## src/rtl/bsg_cache_nb_arb_pkg.sv

```systemverilog
// bsg_cache_nb_arb_pkg: cache_nb packet format plus arbiter FSM types and helpers
package bsg_cache_nb_pkg;
  typedef enum logic [5:0] {
    LW     = 6'b000010,
    SW     = 6'b010010,
    TAGST  = 6'b100000,
    TAGFL  = 6'b100001,
    TAGLA  = 6'b100010,
    AFL    = 6'b011000,
    AFLINV = 6'b011001,
    AINV   = 6'b011010
  } bsg_cache_nb_opcode_e;
endpackage

`define DECLARE_BSG_CACHE_NB_PKT_S(addr_width_mp, word_width_mp, src_id_width_mp) \
  typedef struct packed { \
    logic [5:0] opcode; \
    logic [src_id_width_mp-1:0] src_id; \
    logic [addr_width_mp-1:0] addr; \
    logic [word_width_mp-1:0] data; \
    logic [(word_width_mp/8)-1:0] mask; \
  } bsg_cache_nb_pkt_s

`define BSG_CACHE_NB_PKT_WIDTH(addr_width_mp, word_width_mp, src_id_width_mp) \
  (6+(src_id_width_mp)+(addr_width_mp)+(word_width_mp)+((word_width_mp)/8))

package bsg_cache_nb_arb_pkg;
  import bsg_cache_nb_pkg::*;

  typedef enum logic [1:0] {ARB, HOLD, FENCE} arb_state_e;

  function automatic int safe_clog2(input int n);
    return (n > 1) ? $clog2(n) : 1;
  endfunction

  function automatic logic is_tag_fence_op(input logic [5:0] opcode);
    return opcode == TAGST || opcode == TAGFL || opcode == AFLINV;
  endfunction
endpackage

```

## src/rtl/bsg_cache_nb_arb_rr.sv

```systemverilog
// bsg_cache_nb_arb_rr: round-robin picker, first eligible index at or after ptr
module bsg_cache_nb_arb_rr #(
  parameter int num_req_p = 4,
  parameter int lg_req_p  = 2
) (
  input  logic [num_req_p-1:0] eligible,
  input  logic [lg_req_p-1:0]  ptr,
  output logic [num_req_p-1:0] grant,
  output logic [lg_req_p-1:0]  idx,
  output logic                 found
);
  logic [lg_req_p-1:0] j;

  // walking offsets downward lets the closest index to ptr win
  always_comb begin
    idx = '0;
    j = '0;
    for (int k = num_req_p - 1; k >= 0; k--) begin
      j = lg_req_p'((int'(ptr) + k) % num_req_p);
      if (eligible[j]) idx = j;
    end
    found = |eligible;
    grant = found ? (num_req_p'(1) << idx) : '0;
  end
endmodule

```

## src/rtl/bsg_cache_nb_req_arbiter.sv

```systemverilog
// bsg_cache_nb_req_arbiter: round-robin share of one cache_nb packet port with per-requester credit limits
module bsg_cache_nb_req_arbiter
  import bsg_cache_nb_arb_pkg::*;
#(
  parameter int num_req_p      = 4,
  parameter int addr_width_p   = 32,
  parameter int word_width_p   = 32,
  parameter int src_id_width_p = 8,
  parameter int max_out_p      = 4,
  localparam int lg_req_lp     = safe_clog2(num_req_p),
  localparam int pkt_w_lp      = `BSG_CACHE_NB_PKT_WIDTH(addr_width_p, word_width_p, src_id_width_p)
) (
  input  logic                          clk_i,
  input  logic                          reset_n_i,
  input  logic [num_req_p-1:0]          req_v_i,
  input  logic [num_req_p*pkt_w_lp-1:0] req_pkt_i,
  output logic [num_req_p-1:0]          req_yumi_o,
  output logic                          cache_v_o,
  output logic [pkt_w_lp-1:0]           cache_pkt_o,
  input  logic                          cache_yumi_i,
  input  logic                          cache_v_i,
  input  logic [word_width_p-1:0]       cache_data_i,
  input  logic [src_id_width_p:0]       cache_src_id_i,
  output logic                          cache_yumi_o,
  output logic [num_req_p-1:0]          resp_v_o,
  output logic [word_width_p-1:0]       resp_data_o,
  output logic [src_id_width_p:0]       resp_src_id_o,
  input  logic [num_req_p-1:0]          resp_yumi_i
);
  localparam int cnt_w_lp = safe_clog2(max_out_p + 1);

  `DECLARE_BSG_CACHE_NB_PKT_S(addr_width_p, word_width_p, src_id_width_p);

  arb_state_e state, state_n;
  logic [lg_req_lp-1:0] ptr, gidx, ridx;
  logic [num_req_p-1:0] eligible, grant, dec;
  logic found, grant_en;
  logic [cnt_w_lp-1:0] cnt [num_req_p];
  logic [pkt_w_lp-1:0] pkts [num_req_p];
  bsg_cache_nb_pkt_s pkt_r, pkt_n;

  always_comb begin
    eligible = req_v_i;
    for (int i = 0; i < num_req_p; i++) begin
      pkts[i] = req_pkt_i[i*pkt_w_lp +: pkt_w_lp];
      if (cnt[i] >= cnt_w_lp'(max_out_p)) eligible[i] = 1'b0;
    end
  end

  bsg_cache_nb_arb_rr #(
    .num_req_p(num_req_p),
    .lg_req_p (lg_req_lp)
  ) rr (
    .eligible(eligible),
    .ptr     (ptr),
    .grant   (grant),
    .idx     (gidx),
    .found   (found)
  );

  assign grant_en    = reset_n_i && state == ARB && found;
  assign req_yumi_o  = grant_en ? grant : '0;
  assign cache_v_o   = state == HOLD;
  assign cache_pkt_o = pkt_r;

  always_comb begin
    pkt_n = pkts[gidx];
    pkt_n.src_id[src_id_width_p-1 -: lg_req_lp] = gidx;
  end

`ifdef BSG_CACHE_NB_ARB_TAG_FENCE_EN
  logic all_idle;

  always_comb begin
    all_idle = 1'b1;
    for (int i = 0; i < num_req_p; i++) if (cnt[i] != '0) all_idle = 1'b0;
  end

  always_comb begin
    state_n = state;
    state_n = (state == ARB)  ? (found ? HOLD : ARB)
            : (state == HOLD) ? (cache_yumi_i ? (is_tag_fence_op(pkt_r.opcode) ? FENCE : ARB) : HOLD)
            : (all_idle ? ARB : FENCE);
  end
`else
  always_comb begin
    state_n = state;
    state_n = (state == ARB) ? (found ? HOLD : ARB) : (cache_yumi_i ? ARB : HOLD);
  end
`endif

  assign ridx          = cache_src_id_i[src_id_width_p-1 -: lg_req_lp];
  assign resp_v_o      = cache_v_i ? (num_req_p'(1) << ridx) : '0;
  assign cache_yumi_o  = cache_v_i & resp_yumi_i[ridx];
  assign resp_data_o   = cache_data_i;
  assign resp_src_id_o = cache_src_id_i;
  assign dec           = cache_yumi_o ? resp_v_o : '0;

  always_ff @(posedge clk_i) begin
    if (!reset_n_i) begin
      state <= ARB;
      ptr   <= '0;
      pkt_r <= '0;
      for (int i = 0; i < num_req_p; i++) cnt[i] <= '0;
    end else begin
      state <= state_n;
      if (grant_en) begin
        pkt_r <= pkt_n;
        ptr   <= (gidx == lg_req_lp'(num_req_p - 1)) ? '0 : gidx + lg_req_lp'(1);
      end
      for (int i = 0; i < num_req_p; i++)
        cnt[i] <= cnt[i] + cnt_w_lp'(req_yumi_o[i]) - cnt_w_lp'(dec[i]);
    end
  end

`ifndef SYNTHESIS
  always_ff @(posedge clk_i) begin
    if (reset_n_i) begin
      assert (!cache_v_i || int'(ridx) < num_req_p)
        else $fatal(1, "cache response src_id index out of range");
      for (int i = 0; i < num_req_p; i++)
        assert (!dec[i] || cnt[i] != '0)
          else $fatal(1, "outstanding counter underflow");
    end
  end
`endif
endmodule

```

## config.mk

```make
export PLATFORM = sky130hd
export DESIGN_NAME = bsg_cache_nb_req_arbiter
export DESIGN_NICKNAME = d
export VERILOG_FILES = /design/src/rtl/bsg_cache_nb_arb_pkg.sv /design/src/rtl/bsg_cache_nb_arb_rr.sv /design/src/rtl/bsg_cache_nb_req_arbiter.sv
export SDC_FILE = /design/constraint.sdc
export NUM_CORES = 1
export LEC_CHECK = 0
export CORE_AREA = 2 2 202 204
export DETAILED_ROUTE_END_ITERATION = 12
export DIE_AREA = 0 0 204 206
export MAX_ROUTING_LAYER = met4
export PLACE_DENSITY = 0.44
export SYNTH_ARGS = -nofsm -noshare
export SYNTH_HDL_FRONTEND = slang
export SYNTH_HIERARCHICAL = 1
export SYNTH_SLANG_ARGS = --single-unit
```

## constraint.sdc

```tcl
create_clock -name clk_i -period 8.5 [get_ports clk_i]
set_clock_uncertainty 0.2 [all_clocks]
set_input_delay 1.7 -clock clk_i [delete_from_list [all_inputs] [get_ports clk_i]]
set_output_delay 1.7 -clock clk_i [all_outputs]
set_load 0.03 [all_outputs]
```

======== After elaboration in Yosys (flattened, before gate mapping) ========
Memories as Yosys holds them, arrays and structs flattened.
Cells that the tools add are included.
storage, ports and cells
  bits in latches ......................... 0
  bits in writable memories ............... 12
  logic and storage cells ................. 79
  register bits after elaboration ......... 86
  ROM bits ................................ 0
  memories kept ........................... 1
  output and inout bits ................... 133
operators by class
  $add $sub $neg .......................... 12
  muxes and demuxes ....................... 35
  shift-type cells ........................ 2
  equal/unequal tests ..................... 2
  divide/modulo/power cells ............... 0
  order comparisons ....................... 10
  reductions and logical operators ........ 4
  bitwise operators ....................... 6
  multiply operators ...................... 0
memories
  name  depth  width  read ports  clocked after Yosys merged registers in  wr ports  RTL line                        source
  cnt   4      3      4           0                                        4         bsg_cache_nb_req_arbiter.sv:38  logic [cnt_w_lp-1:0] cnt [num_req_p];
operators with widths
  cell                                                                   count
  82-bit binary-select mux with 2-bit select                             1
  82-bit two-way mux                                                     2
  4-bit two-way mux                                                      4
  3-bit >= comparator, second input constant                             5
  2-bit by 3-bit < comparator with 1-bit output, second input constant   5
  1-bit two-way mux                                                      14
  3-bit by 1-bit adder with 3-bit output                                 4
  3-bit two-way mux                                                      4
  3-bit by 1-bit subtractor with 3-bit output                            4
  1-bit binary-select mux with 2-bit select                              5
  2-bit two-way mux                                                      5
  1-bit by 2-bit << shifter with 4-bit output, first input constant      2
  2-bit by 1-bit adder with 2-bit output, second input constant          2
  2-bit adder, second input constant                                     2
  1-bit OR                                                               4
  4-bit OR reduction                                                     1
  2-bit NOT with 3-bit output                                            1
  2-bit by 1-bit equality test with 1-bit output, second input constant  1
  2-bit equality test, second input constant                             1
  1-bit logical AND                                                      2
  2-bit logical NOT                                                      1
  1-bit AND                                                              1

======== Depth between registers and ports, before layout ========
Gate-level depths: netlist of the first run.
An unclocked memory read counts as a cell.
  depth after elaboration ................. 15
  depth in mapped cells ................... 10

======== Modules after synthesis ========
Netlist of the first run, hierarchy kept.
by module, submodules not included
  module                    sequential area each (um2)  area each (um2)  instances  cells each
  bsg_cache_nb_req_arbiter  1941.9                      6030.8           1          583
  bsg_cache_nb_arb_rr       0.0                         196.4            1          29

======== Least setup slack after synthesis of the first run ========
OpenSTA, ideal clock, no wires.
  path type ............................... input-to-output
  from .................................... input port req_v_i[3]
  to ...................................... output port req_yumi_o[0]
  arrival ................................. 2.855 ns
  data required time ...................... 6.600 ns
  stages on the path ...................... 5
  slack ................................... 3.745 ns
  path through ............................ nor2b_1 nor2_1 nand2_1 and2b_4 and3_1
on the way
  elaborated cells between the ends (all ways) .. 18
  those cells by class .................... shift: 1; mux: 15; reduce/logical: 2
RTL lines
  what                                                    RTL line                                                   source
  start, declared                                         bsg_cache_nb_req_arbiter.sv:15                             input logic [num_req_p-1:0] req_v_i,
  1-bit two-way mux *                                     bsg_cache_nb_req_arbiter.sv:46                             if (cnt[i] >= cnt_w_lp'(max_out_p)) eligible[i] = 1'b0;
  4-bit OR reduction *                                    bsg_cache_nb_arb_rr.sv:22                                  found = |eligible;
  named net found                                         bsg_cache_nb_req_arbiter.sv:37                             logic found, grant_en;
  4-bit two-way mux or 1-bit logical AND (tied branches)  bsg_cache_nb_arb_rr.sv:23, bsg_cache_nb_req_arbiter.sv:61
  4-bit two-way mux *                                     bsg_cache_nb_req_arbiter.sv:62                             assign req_yumi_o = grant_en ? grant : '0;
  end, declared                                           bsg_cache_nb_req_arbiter.sv:17                             output logic [num_req_p-1:0] req_yumi_o,
Mark *: on every way through the listed nets, which the timed path passes. The rest lies on a longest branch. The select of a mux whose other input is x is not followed.

======== Worst setup path after layout of the first run ========
  from .................................... input port req_v_i[2]
  to ...................................... output port req_yumi_o[2]
on the way
  elaborated cells between the ends (all ways) .. 18
  those cells by class .................... shift: 1; mux: 15; reduce/logical: 2
RTL lines
  what                                                    RTL line                                                   source
  1-bit two-way mux *                                     bsg_cache_nb_req_arbiter.sv:46
  named net eligible[2]                                   bsg_cache_nb_req_arbiter.sv:36                             logic [num_req_p-1:0] eligible, grant, dec;
  4-bit OR reduction *                                    bsg_cache_nb_arb_rr.sv:22
  named net found                                         bsg_cache_nb_req_arbiter.sv:37
  4-bit two-way mux or 1-bit logical AND (tied branches)  bsg_cache_nb_arb_rr.sv:23, bsg_cache_nb_req_arbiter.sv:61
  4-bit two-way mux *                                     bsg_cache_nb_req_arbiter.sv:62
Marks and branches as above.

==> key figures, run 1 <==
Logic synthesis
  – Post-synthesis sequential area ratio: 0.312
  – Main combinational cell family by area after synthesis: multiplexers
  – Mean Syn Cell Area: 10.2 µm²
  – Post-synthesis register bit count: 97
  – Gate Count Post-Synth: 612
  – Most frequent cell after synthesis: mux2i_1
  – Simple-Gate Fraction of Synth Area: 0.0530
  – Mapped Nets: 1,006
  – Syn. warnings: 6
  – Top_reg_cell synth: dfxtp_1
  – Synth area leaders: dfxtp_1 (31%), mux2i_1 (26%), a21o_1 (9.5%)
  – Post-synth top area share: 0.312
  – Synth Area in Compound Gates: 0.198
  – Commonest cells in the netlist: mux2i_1 (161), dfxtp_1 (97), a21o_1 (79), o22ai_1 (79), buf_4 (42)
  – EDFF count, synth: 0
  – Post-synth ARST share: 0
  – Synth Area in XOR/XNOR: 0.0113
  – Netlist cell types: 41
  – Post-synthesis mux area share: 0.262
  – Post-Synthesis Cell Area: 0.00623 mm²
  – Adder-cell share of the synthesized area: 0.0309
  – Area leader, netlist: dfxtp_1

Global routing
  – Gr usage total: 0.117
  – Total gr overflow: 0
  – Vias in the first global route: 5,961
  – Largest net degree at the start of global routing: 91
  – First-pass GRT wire length: 35.8 mm
  – Initial antenna violation count: 0

Clock network
  – Clock buffer depth: 2
  – H-Tree Depth: 3
  – CTS resizes: 0
  – Clock tree sinks: 97
  – Worst skew pair latency: 0.36 ns
  – Post-CTS Setup Inserts: 0
  – Clk slew on worst S/H paths: 0.07 ns
  – Root Buffer: clkbuf_16
  – CTS tree: yes
  – Cts bufs inserted: 9
  – Hold_buf cts: 0

Floorplanning
  – Die Width: 204 µm
  – IO Count: 514
  – Core area: 0.0402 mm²
  – Starting density of the core: 0.155
  – Row count: 74
  – Full die area: 0.0420 mm²
  – Die Ht: 206 µm

Final layout
  – Final nets: 1,361
  – Area Overhead vs Synth: 73.9%
  – Fraction of layout cells with a size suffix above 1: 0.0319
  – Ant. Diodes: 0

Power
  – Leak: 4.71 nW
  – Power Density: 220 mW/mm²
  – Final Power: 2.38 mW
  – IR Drop Worst-Case VDD: 0.137 mV

Timing
  – WHS: 0.250 ns
  – Rel. slew slack: 0.267
  – Finish-stage setup viols: 0
  – Hold Vio Cnt, Final: 0
  – Total negative slack: 0 ns
  – Max frequency: 0.163 GHz
  – Minimum clock period: 6.15 ns
  – RSZ-0062 raised after global routing: false
  – Measured slew at the worst slew-check pin: 1.10 ns
  – Final slew viol count: 0
  – Final period util: 0.723

Min path
  – WHS Endpoint: cache_pkt_o[39]
  – Hold Startpoint: cache_pkt_o[39]
  – Worst hold path class: reg -> reg
  – Hold depth: 1

Drt
  – Vias: 5,930
  – Drc violations: 0
  – Routed WL: 25.3 mm
  – DRT antenna net count: 0
  – Via-to-Cell Ratio: 3.94
  – Wire per inst: 16.8 µm
  – Initial DRC count: 223
  – Drt pass-1 iters: 4

Run status
  – Run status: completed

Setup path
  – Crit path cell chain: clkdlybuf4s50_1, nor2b_1, nor2_1, nand2_1, and2b_4, and3_1, clkdlybuf4s50_1
  – Worst setup SP type: input port
  – Crit. End Element: output pin
  – R2R Setup Slk: 5.03 ns
  – Slowest CP cell: clkdlybuf4s50_1
  – Max stage delay on crit path: 0.71 ns
  – R2r startpoint: cnt[3][2]
  – Arrival time worst endpoint: 4.25 ns
  – CP max FO: 8
  – Critical path class: in -> out
  – Data required time of the worst path: 6.60 ns
  – Most frequent CP cell: clkdlybuf4s50_1
  – Worst R2R Path Depth: 8
  – Reg2Reg Capture Point: cache_pkt_o[45]

Place
  – I/O Buffers: 427
  – Routability cong.: 0.768
  – Post-DP HPWL: 19.3 mm

Job
  – Max-Cap Viols: 0
kinds of logic (layout without fill, tap and decap cells):
group / after synthesis / count (layout)
compound gates: 176 / 176
flops: 97 / 97
fa+ha+maj: 13 / 13
simple gates: 52 / 52
xor+xnor: 8 / 8
mux: 162 / 162
buf+inv: 104 / 464
flip-flops by register name, summed over array words and instances (netlist names):
signal / flops
state: 1
cache_pkt_o: 82
ptr: 2
cnt: 12
power breakdown:
| part | total, mW | internal (mW) | switching (mW) |
|---|---|---|---|
| clock network | 0.468 | 0.275 | 0.194 |
| registers | 0.638 | 0.573 | 0.0642 |
| logic | 1.27 | 0.627 | 0.645 |
layout by cell type (no fill, tap or decap), drive strengths merged, types with 6 or more instances in the layout:
cell type / Yosys / layout
a21o: 80 / 80
mux2i: 161 / 161
ha: 9 / 9
nor2b: 11 / 11
dfxtp: 97 / 97
nor2: 9 / 9
o22ai: 79 / 79
and3: 6 / 6
clkbuf: 9 / 12
inv: 15 / 15
and2: 15 / 15
buf: 80 / 6
xnor2: 7 / 7
clkdlybuf4s50: 0 / 427
worst max path at each step:
stage	endpoint	cells after the start	slack, ns	from
CTS	req_yumi_o[0]	7	2.32	req_v_i[2]
global placement	req_yumi_o[0]	7	2.37	req_v_i[2]
detailed placement	req_yumi_o[0]	7	2.34	req_v_i[2]
floorplan	req_yumi_o[0]	5	3.74	req_v_i[3]
global route	req_yumi_o[0]	7	2.17	req_v_i[2]
finish	req_yumi_o[2]	7	2.35	req_v_i[2]
critical path: cells and delay by family:
kind,cells,cell delay [ns]
simple gates,5,1.38
buf+inv,2,1.15
routing by layer:
layer	GRT usage	vias to the layer above	wire length [µm]
met1	0.129	2701	10200
li1	-	2921	-
met4	0.0290	0	371
met2	0.191	279	12100
met5	-	-	0
met3	0.0552	29	2680
metrics by stage:
step,cell area [µm²],util,instances,setup WS [ns]
2_1_floorplan,6230,-,612,3.74
3_3_place_gp,10500,0.261,1488,2.37
3_5_place_dp,10500,0.261,1488,2.34
4_1_cts,10800,0.269,1504,2.32
5_1_grt,10800,0.269,1504,2.17
6_report,10800,0.269,1504,2.35
final cells by class:
cell class,count,area [µm²]
Fill cell,4310,29400
Timing Repair Buffer,433,4330
Multi-Input combinational cell,411,3500
Sequential cell,97,1940
Tap cell,532,666
Clock buffer,12,256
Clock inverter,4,75.1
Inverter,15,56.3
(Power assumes the default switching activity.)
==> run 2, diff against run 1 <==
Settings changed: CORE_AREA 2 2 202 204 to 2 2 199 201, DIE_AREA 0 0 204 206 to 0 0 201 203, PLACE_DENSITY 0.44 to 0.45.
Clock period 8.5 ns to 6.27 ns, I/O delays scaled along.
==> run 2 against run 1 <==
Final area about the same; non-clock buffer count up 2; power up 35%; global-route usage up 0.19 points; clock-buffer cell count unchanged.
==> key figures, run 2 (same netlist as run 1, synthesis figures left out) <==
Run status
  – Run status: completed

Floorplanning
  – Die Width: 201 µm (-1.5%)
  – Die Ht: 203 µm (-1.5%)
  – Row count: 72 (-2.7%)
  – Core area: 0.0385 mm² (-4.3%)
  – Starting density of the core: 0.162 (+0.00692)
  – Full die area: 0.0408 mm² (-2.9%)
  – IO Count: 514 (unchanged)

Min path
  – Worst hold path class: reg -> reg
  – Hold Startpoint: cache_pkt_o[21]
  – WHS Endpoint: cache_pkt_o[21]
  – Hold depth: 1 (unchanged)

Clock network
  – H-Tree Depth: 3 (unchanged)
  – Clk slew on worst S/H paths: 0.06 ns (about the same)
  – Root Buffer: clkbuf_16
  – Clock tree sinks: 97 (unchanged)
  – Clock buffer depth: 2 (unchanged)
  – Post-CTS Setup Inserts: 0 (unchanged)
  – CTS resizes: 0 (unchanged)
  – CTS tree: yes
  – Worst skew pair latency: 0.37 ns (about the same)
  – Cts bufs inserted: 9 (unchanged)
  – Hold_buf cts: 0 (unchanged)

Timing
  – Fin worst setup slack: 1.02 ns (-1.33 ns)
  – WHS: 0.249 ns (-0.00110 ns)
  – RSZ-0062 raised after global routing: false
  – Minimum clock period: 5.25 ns
  – Total negative slack: 0 ns (unchanged)
  – Max frequency: 0.191 GHz
  – Final period util: 0.837
  – Finish-stage setup viols: 0 (unchanged)
  – Final slew viol count: 0 (unchanged)
  – Measured slew at the worst slew-check pin: 0.807 ns (-0.292 ns)
  – Hold Vio Cnt, Final: 0 (unchanged)
  – Rel. slew slack: 0.460 (+0.193)

Final layout
  – Fraction of layout cells with a size suffix above 1: 0.0319 (-0.0000328)
  – Commonest non-fill, non-tap cell in the layout: clkdlybuf4s50_1
  – Area Overhead vs Synth: 73.7% (about the same)
  – Max reg flops: 82 (unchanged)
  – Post-route cell area: 0.0108 mm² (about the same)
  – Filler cells: 4,115 (-4.5%)
  – Non-filler instance count after layout: 1,491 (-0.86%)
  – Ant. Diodes: 0 (unchanged)
  – Most frequent cells in the layout: clkdlybuf4s50_1 (427), mux2i_1 (161), dfxtp_1 (97), o22ai_1 (79), a21o_1 (79)
  – Fin util: 0.281 (+0.0118)
  – Final nets: 1,363 (+0.15%)

Global routing
  – Gr busiest metal: met2
  – Met1 Use GR: 0.133 (+0.00429)
  – Vias in the first global route: 6,229 (+4.5%)
  – First-pass GRT wire length: 36.3 mm (+1.3%)
  – Gr usage total: 0.119 (+0.00190)
  – Initial antenna violation count: 0 (unchanged)
  – Largest net degree at the start of global routing: 89 (-2.2%)
  – M3 GR Usage: 0.0446 (-0.0106)
  – Met2 GRT Util: 0.197 (+0.00529)
  – Total gr overflow: 0 (unchanged)

Power
  – Leak: 4.72 nW (+0.24%)
  – Sequential share of power: 0.270 (+0.002)
  – Net Sw Frac: 0.379 (-0.000586)
  – Final Power: 3.21 mW (+35%)
  – Clock power frac: 0.192 (-0.005)
  – IR Drop Worst-Case VDD: 0.205 mV (+50%)
  – Logic pwr share: 0.537 (+0.002)
  – Sw Pwr: 1.22 mW (+35%)
  – Power Density: 296 mW/mm² (+35%)
  – Internal: 1.99 mW (+35%)

Drt
  – DRT antenna net count: 0 (unchanged)
  – Initial DRC count: 228 (+2.2%)
  – Wire per inst: 16.1 µm (-4.6%)
  – Vias: 5,963 (+0.56%)
  – Via-to-Cell Ratio: 4.00 (+1.4%)
  – Drt pass-1 iters: 4 (unchanged)
  – Drc violations: 0 (unchanged)
  – Routed WL: 24.0 mm (-5.4%)

Place
  – Routability cong.: 0.790 (+3.0%)
  – Post-DP HPWL: 18.3 mm (-5.3%)
  – Placed Cells incl. Taps: 1,476 (-0.81%)
  – Post-DP Area: 0.0105 mm² (about the same)
  – I/O Buffers: 427 (unchanged)
  – Worst slack at placement: 1.04 ns (-1.29 ns)

Setup path
  – Slowest CP cell: clkdlybuf4s50_1
  – Crit path max-delay family: simple AND/OR/NAND/NOR gates
  – Crit path cell chain: clkdlybuf4s50_1, nor2b_1, nor2_1, nand2_1, and2b_4, and3_1, clkdlybuf4s50_1
  – Reg2Reg Capture Point: cache_pkt_o[69]
  – Worst R2R Path Depth: 8 (unchanged)
  – Data required time of the worst path: 4.82 ns (-1.78 ns)
  – Crit path buf inv count: 2 (unchanged)
  – Critical path class: in -> out
  – Arrival time worst endpoint: 3.79 ns (-0.46 ns)
  – Worst setup SP type: input port
  – R2R Setup Slk: 2.92 ns (-2.11 ns)
  – Max stage delay on crit path: 0.70 ns (about the same)
  – CP max FO: 8 (unchanged)
  – R2r startpoint: cnt[0][2]
  – Most frequent CP cell: clkdlybuf4s50_1
  – Crit. End Element: output pin

Job
  – Max-Cap Viols: 0 (unchanged)
[run 2: changes by cell type in the layout (fill, tap and decap cells not counted), sizes merged]
cell,previous run,this run
buf,6,8
clkinv,0,1
clkinvlp,2,0
[run 2: worst max-delay path by stage]
stage	startpoint	to	slack (ns)	cells after the start
6_report	req_v_i[2]	req_yumi_o[1]	1.02	7
3_5_place_dp	req_v_i[2]	req_yumi_o[1]	1.04	7
2_1_floorplan	req_v_i[3]	req_yumi_o[0]	2.41	5
4_1_cts	req_v_i[2]	req_yumi_o[1]	1.02	7
5_1_grt	req_v_i[2]	req_yumi_o[0]	0.89	7
3_3_place_gp	req_v_i[2]	req_yumi_o[1]	1.01	7
[run 2: final cells by class]
cell class,instances,area [µm²],share of cell area
clock inverters,3,65.1,0.00601
well taps,518,648,0.0599
clock buffers,12,246,0.0228
inverters,15,56.3,0.00520
multi-input cells,411,3500,0.324
repair buffers,435,4360,0.403
flip-flops and latches,97,1940,0.179
[run 2: power groups by stage]
stage                     Sequential [mW]  Combinational, mW  Clock (mW)
after global placement              0.877               1.76           0
after global routing                0.891               1.84       0.677
after CTS                           0.869               1.75       0.660
after floorplan                      1.15              0.932           0
final                               0.867               1.72       0.617
after detailed placement            0.881               1.75           0
[run 2: metal layers]
layer | routed length [µm] | vias to the layer above
li1 | - | 2935
met1 | 9930 | 2727
met2 | 11600 | 279
met3 | 2060 | 22
met4 | 357 | 0
met5 | 0 | -
